## config.mk

```make
export PLATFORM = sky130hd
export DESIGN_NAME = vec_result_writeback
export DESIGN_NICKNAME = d
export VERILOG_FILES = /design/src/rtl/vec_result_writeback.sv
export SDC_FILE = /design/constraint.sdc
export NUM_CORES = 1
export LEC_CHECK = 0
export CAP_MARGIN = 20
export CORE_MARGIN = 5
export CORE_UTILIZATION = 57
export CTS_BUF_LIST = sky130_fd_sc_hd__clkbuf_16
export DETAILED_ROUTE_END_ITERATION = 16
export PLACE_DENSITY = 0.87
export SYNTH_ARGS = -nofsm -noshare
export SYNTH_HDL_FRONTEND = slang
export SYNTH_SLANG_ARGS = --single-unit
```

## constraint.sdc

```tcl
create_clock -name Clk1 -period 7.6 [get_ports Clk1]
set_input_delay 1.9 -clock Clk1 [delete_from_list [all_inputs] [get_ports Clk1]]
set_output_delay 1.9 -clock Clk1 [all_outputs]
set_load 0.02 [all_outputs]
```

## src/rtl/vec_result_writeback.sv

```systemverilog
// vec_result_writeback: captures the adder result on a done rising edge and writes
// its 16-bit lanes to consecutive addresses with a ready/valid stall, keeping sticky
// overflow/overrun status. Optional macro VWB_SKIP_ZERO_EN skips +0.0 lanes.
module vec_result_writeback #(
    parameter int ADDR_W = 8,
    parameter int LANES  = 16
) (
    input  logic                  Clk1,
    input  logic                  Rst_n,
    input  logic [16*LANES-1:0]   SumV,
    input  logic                  V,
    input  logic                  done,
    input  logic [ADDR_W-1:0]     BaseAddr,
    input  logic                  WrRdy,
    input  logic                  ovf_clr,
    output logic                  WrEn,
    output logic [ADDR_W-1:0]     WrAddr,
    output logic [15:0]           WrData,
    output logic                  busy,
    output logic                  wb_done,
    output logic                  ovf_sticky,
    output logic                  overrun
);
    localparam int CW = $clog2(LANES);
    typedef enum logic [1:0] {IDLE, WRITE, FIN} state_t;
    state_t              state;
    logic [16*LANES-1:0] res;
    logic [ADDR_W-1:0]   base;
    logic [CW-1:0]       cnt;
    logic                act;
    logic                done_q;
    logic                capture;
    logic                adv;
    logic                last;
    logic [CW-1:0]       nxt;
    logic [15:0]         nxt_data;
    logic                nxt_wr;

    // act marks a lane on the port (written or skipped); adv is the moment it retires
    always_comb begin
        capture  = done & ~done_q;
        adv      = act & (WrRdy | ~WrEn);
        last     = cnt == CW'(LANES - 1);
        nxt      = act ? cnt + CW'(1) : cnt;
        nxt_data = res[{nxt, 4'b0000} +: 16];
`ifdef VWB_SKIP_ZERO_EN
        nxt_wr   = nxt_data != 16'h0000;
`else
        nxt_wr   = 1'b1;
`endif
    end

    // capture/serialise FSM with registered write port and sticky status flags
    always_ff @(posedge Clk1 or negedge Rst_n) begin
        if (!Rst_n) begin
            state      <= IDLE;
            res        <= '0;
            base       <= '0;
            cnt        <= '0;
            act        <= 1'b0;
            done_q     <= 1'b0;
            WrEn       <= 1'b0;
            WrAddr     <= '0;
            WrData     <= '0;
            busy       <= 1'b0;
            wb_done    <= 1'b0;
            ovf_sticky <= 1'b0;
            overrun    <= 1'b0;
        end else begin
            done_q     <= done;
            wb_done    <= state == FIN;
            ovf_sticky <= (capture & V & (state != WRITE)) | (ovf_sticky & ~ovf_clr);
            overrun    <= ~ovf_clr & (overrun | (capture & (state == WRITE)));
            case (state)
                WRITE: begin
                    if (!act || adv) begin
                        if (act && last) begin
                            state <= FIN;
                            act   <= 1'b0;
                            WrEn  <= 1'b0;
                            busy  <= 1'b0;
                        end else begin
                            cnt    <= nxt;
                            act    <= 1'b1;
                            WrEn   <= nxt_wr;
                            WrAddr <= base + ADDR_W'(nxt);
                            WrData <= nxt_data;
                        end
                    end
                end
                default: begin
                    if (capture) begin
                        res   <= SumV;
                        base  <= BaseAddr;
                        cnt   <= '0;
                        act   <= 1'b0;
                        busy  <= 1'b1;
                        state <= WRITE;
                    end else begin
                        state <= IDLE;
                    end
                end
            endcase
        end
    end
endmodule
```

## After elaboration in Yosys (flattened, before gate mapping)

Cells that the tools add are included.
W data, S select, Z words.

| word-level totals | value |
|---|---|
| bits in registers | 301 |
| bits of input ports | 270 |

| operators by class | value |
|---|---|
| muxes and demuxes | 17 |
| add/sub/neg operators | 2 |
| reduce and logical (&&, ||, !) cells | 11 |
| bitwise operators | 15 |
| shift-type cells | 1 |
| eq/ne operators | 7 |

Operator list:

| kind | number |
|---|---|
| $shiftx A256 B9 Y16 | 1 |
| $mux W4 | 5 |
| $mux W1 | 9 |
| $reduce_and A3 Y1 | 3 |
| $add A8 B4 Y8 | 1 |
| $reduce_and A2 Y1 | 4 |
| $and A1 B1 Y1 | 7 |
| $mux W2 | 3 |
| $ne A2 B1 Y1 const B | 3 |
| $not A1 Y1 | 5 |
| $add A4 B1 Y4 const B | 1 |
| $eq A4 B4 Y1 const B | 1 |
| $or A1 B1 Y1 | 3 |
| $eq A2 B1 Y1 const B | 1 |
| $eq A2 B2 Y1 const B | 1 |
| $ne A2 B2 Y1 const B | 1 |
| $reduce_bool A2 Y1 | 1 |
| $logic_and A1 B1 Y1 | 1 |
| $logic_not A1 Y1 | 1 |
| $logic_or A1 B1 Y1 | 1 |

## Depth between registers and ports, before layout

| depth | value |
|---|---|
| depth in word-level cells | 6 |
| depth in mapped cells | 13 |

## Worst setup path before layout

Ideal clock, no wire load.

| timing path | value |
|---|---|
| path kind | input -> register |
| start | in done |
| end | reg busy |
| arrival | 2.822 ns |
| setup slack | 4.635 ns |
| required time | 7.457 ns |
| setup time | 0.143 ns |
| cell stages on the path | 5 |
| buffers on the path | 2 |
| cells stage by stage | nor2b_1 nand2_1 clkbuf_1 clkbuf_1 o21ai_0 |

| on the way | value |
|---|---|
| cells in the longest elaborated chain, start to end | 3 |

RTL lines:

| item | line | text |
|---|---|---|
| start: declaration | 12 | `input logic done,` |
| $and A1 B1 Y1 | 41 | `capture = done & ~done_q;` |
| $reduce_bool A2 Y1 (no source line) | -- |  |
| $reduce_and A3 Y1 (no source line) | -- |  |
| end signal: assignment | 65 | `busy <= 1'b0;` |
| end signal: assignment | 81 | `busy <= 1'b0;` |
| end signal: assignment | 97 | `busy <= 1'b1;` |
| end: declaration | 19 | `output logic busy,` |

Every way passes these cells.
A chain may end at the register's enable or synchronous reset.

## Worst setup path in the final report

| timing path | value |
|---|---|
| start | in WrRdy |
| end | reg WrData[4] |

| on the way | value |
|---|---|
| cells in the longest elaborated chain, start to end | 4 |

RTL lines:

| item | line | text |
|---|---|---|
| start: declaration | 14 | `input logic WrRdy,` |
| $or A1 B1 Y1 | 42 | `adv = act & (WrRdy \| ~WrEn);` |
| $and A1 B1 Y1 | 42 |  |
| $logic_or A1 B1 Y1 | 76 | `if (!act \|\| adv) begin` |
| $reduce_and A3 Y1 (no source line) | -- |  |
| end signal: assignment | 87 | `WrData <= nxt_data;` |
| end: declaration | 18 | `output logic [15:0] WrData,` |

Every way passes these cells.

==> results.txt <==
synthesized area -> 0.0156 sq mm
post-synth cell types -> 45
post-DP HPWL -> 32600 microns
Synth Area in Compound Gates -> 4.82%
die area -> 0.0308 sq mm
clk buf depth -> 3
DRT Pass-1 Iters -> 6
layout cells sized above 1 -> 11.7%
Avg Cell Area, Syn -> 9.82 sq um
clk_lat worst skew -> 0.52 ns
clk_skew -> 0.0203 ns
Die Ht -> 176 microns
initial antenna violation count -> 3
Cells after DPL -> 2128
flop2flop setup slack -> 3.89 ns
starting density of the core -> 57.9%
post-synthesis mux area share -> 19.7%
worst setup margin -> 3.42 ns
WL per Instance -> 21.8 microns
FP Rows -> 60
Syn Nets -> 1867
Slew HR -> 25.4%
Synth Instances -> 1591
Clock H-tree levels -> 2
Worst-path clk slew -> 0.06 ns
# Post-CTS Setup Buffers -> 0
cell area power density -> 445 mW/mm^2
Final ANT Viol Nets -> 0
PortBufs -> 298
Cell Chain, Critical Path -> clkdlybuf4s50_1 -> nand3b_1 -> and3_1 -> nand3_1 -> o22ai_1 -> a211oi_2
synth warn -> 0
Critical Path AT -> 4.52 ns
max incr delay on CP -> 0.80 ns
Post-Synth Simple-Gate Area -> 22.6%
post-cts gate resize count -> 0
DRC -> 0
Peak VDD IR -> 0.000271 V
CTS root buffer -> clkbuf_16
vias in the first global route -> 13800
IO Count -> 299
Via Count -> 13300
Non-Filler Instances -> 2189
largest family of logic cells by synthesized area -> simple AND/OR/NAND/NOR gates
gr ovfl total -> 0
Synth Area in Adders -> 0.529%
Worst-Margin Slew -> 1.11 ns
post-synthesis sequential area ratio -> 48.2%
fin crit share -> 55.0%
first-pass GRT wire length -> 75300 microns
CTS tree -> built
Fin. Hold Viols -> 0
core area -> 0.0270 sq mm
# hold bufs at CTS -> 0
number of max-cap violations -> 0
die width -> 176 microns
CP Max Fanout -> 22
Max Slew Vio Count -> 0
WP buf/inv -> 1
area grow syn2layout -> 26.7%
setup TNS -> 0 ns
Critical Path RT -> 7.94 ns
Fillers -> 1775
Worst Setup End Kind -> flop
#FFs+latches synth -> 301
TritonCTS Buffers -> 34
largest net degree at the start of global routing -> 105
Hold WC Path Type -> reg2reg
Startpoint Class -> input pin
worst slack at placement -> 3.06 ns
WS Path Type -> in2reg
RSZ-0062 raised after global routing -> false
min cycle time layout -> 4.18 ns
WL final -> 47700 microns
Final nets -> 2102
Pleak -> 0.00934 uW
via density per instance -> 6.09
Clock Sink Count -> 301
status -> completed
Hold Worst Slack -> 0.477 ns
Slowest-stage cell, CP -> and3_1
critical path's top delay family -> simple AND/OR/NAND/NOR gates
xor-xnor portion of the synthesized cell area -> 0.336%
Iteration-0 DRC Markers -> 1523
max frequency -> 0.239 GHz
GP Congestion -> 0.876
GRT Overall Usage -> 31.1%
final setup fails -> 0
-- path summary, 6_finish.rpt --
| path | startpoint | end | depth (start not counted) |
|---|---|---|---|
| max in group asynchronous | Rst_n | cnt[0] | 2 |
| min | state[0] | wb_done | 1 |
| min reg2reg | state[0] | wb_done | 1 |
| max reg2reg | act | WrAddr[7] | 8 |
| min in group asynchronous | Rst_n | WrAddr[1] | 1 |
| max | WrRdy | WrData[4] | 6 |
-- metrics by stage --
stage | area [sq um] | util, % | power [uW]
2_1_floorplan | 15600 | - | 5750
3_3_place_gp | 18600 | 69.1 | 6850
3_5_place_dp | 18600 | 69.1 | 7050
4_1_cts | 19700 | 73.1 | 8730
5_1_grt | 19800 | 73.4 | 9270
6_report | 19800 | 73.4 | 8800
-- where the power goes --
| part | internal, uW | total (uW) | switching [uW] | leakage [uW] |
|---|---|---|---|---|
| clock | 971 | 1620 | 645 | 0.000574 |
| sequential | 2370 | 3060 | 689 | 0.00380 |
| combinational | 2060 | 4120 | 2060 | 0.00496 |
| total | 5400 | 8800 | 3400 | 0.00934 |
-- cell usage after synthesis (all sizes together) --
cell type | number | area, sq um
a211oi | 45 | 353
a21bo | 1 | 10.0
a21o | 2 | 15.0
a21oi | 4 | 20.0
a221o | 1 | 10.0
a22o | 2 | 17.5
a22oi | 1 | 7.51
a311oi | 1 | 8.76
a31o | 14 | 123
a31oi | 2 | 12.5
and2 | 1 | 8.76
and2b | 1 | 7.51
and3 | 16 | 100
buf | 40 | 264
clkbuf | 74 | 278
clkinv | 1 | 8.76
dfrtp | 301 | 7530
fa | 1 | 20.0
ha | 5 | 62.6
inv | 8 | 30.0
mux2 | 16 | 180
mux2i | 4 | 40.0
mux4 | 127 | 2860
nand2 | 836 | 3140
nand2b | 4 | 25.0
nand3 | 8 | 40.0
nand3b | 2 | 15.0
nand4 | 2 | 12.5
nor2 | 10 | 37.5
nor2b | 18 | 113
nor3 | 1 | 5.00
nor3b | 1 | 7.51
o211ai | 1 | 7.51
o21ai | 15 | 75.1
o22ai | 15 | 93.8
or3 | 3 | 18.8
or4 | 1 | 7.51
xnor2 | 3 | 26.3
xor2 | 3 | 26.3
-- layout make-up --
cell class | instances | area, sq um | area share, %
Antenna cell | 1 | 2.50 | 0.0127
Clock buffer | 37 | 926 | 4.68
Clock inverter | 20 | 160 | 0.810
Inverter | 9 | 38.8 | 0.196
Multi-Input combinational cell | 1167 | 7530 | 38.1
Sequential cell | 301 | 7540 | 38.1
Tap cell | 341 | 427 | 2.16
Timing Repair Buffer | 313 | 3150 | 15.9
-- per-layer routing --
layer / global-route usage, % / wire, microns / vias to the layer above
li1: - / - / 5824
met1: 40.7 / 17300 / 6481
met2: 50.1 / 22800 / 865
met3: 6.82 / 4830 / 163
met4: 15.0 / 2750 / 4
met5: 0 / 27 / -
-- flip-flops by register name, indices dropped and copies added, names as in the netlist --
| signal | cells |
|---|---|
| WrEn | 1 |
| cnt | 4 |
| WrAddr | 8 |
| done_q | 1 |
| wb_done | 1 |
| WrData | 16 |
| busy | 1 |
| state | 2 |
| ovf_sticky | 1 |
| base | 8 |
| res | 256 |
| overrun | 1 |
| act | 1 |
-- worst register-to-register path, delay by kind of cell (launching register included) --
| kind | cells | cell delay [ns] |
|---|---|---|
| flip-flops | 1 | 0.98 |
| buffers and inverters | 1 | 0.39 |
| adder cells (fa/ha/maj) | 1 | 0.37 |
| AO/OA/AOI/OAI | 3 | 0.52 |
| AND/OR/NAND/NOR | 3 | 1.28 |
-- cell usage in the layout (no fill, tap or decap), types with 2 or more instances in the layout --
cell	count
nand2b_1	4
inv_1	18
a22o_1	2
a211oi_1	42
bufinv_16	3
clkinv_1	2
dfrtp_4	2
buf_4	12
nand3_1	8
clkbuf_16	37
a31o_1	13
mux4_2	127
and3_1	16
xnor2_1	3
a211oi_2	3
a21o_1	2
xor2_1	3
o22ai_1	15
or3_1	3
clkdlybuf4s50_1	297
a31oi_1	2
nor2_1	9
ha_1	4
nand2_1	835
nor2b_1	18
dfrtp_1	298
mux2i_1	4
a21oi_1	4
buf_16	2
o21ai_0	15
nand4_1	2
clkinv_2	5
nand3b_1	2
mux2_2	16
-- kinds of logic (layout without fill, tap and decap cells) --
kind of cell    Yosys count  count (layout)
simple gates            904             904
flops                   301             301
mux                     147             147
buf+inv                 123             379
compound gates          104             104
fa+ha+maj                 6               6
xor+xnor                  6               6
other cells               0               1
No activity file was read; power rests on OpenSTA's default activity.
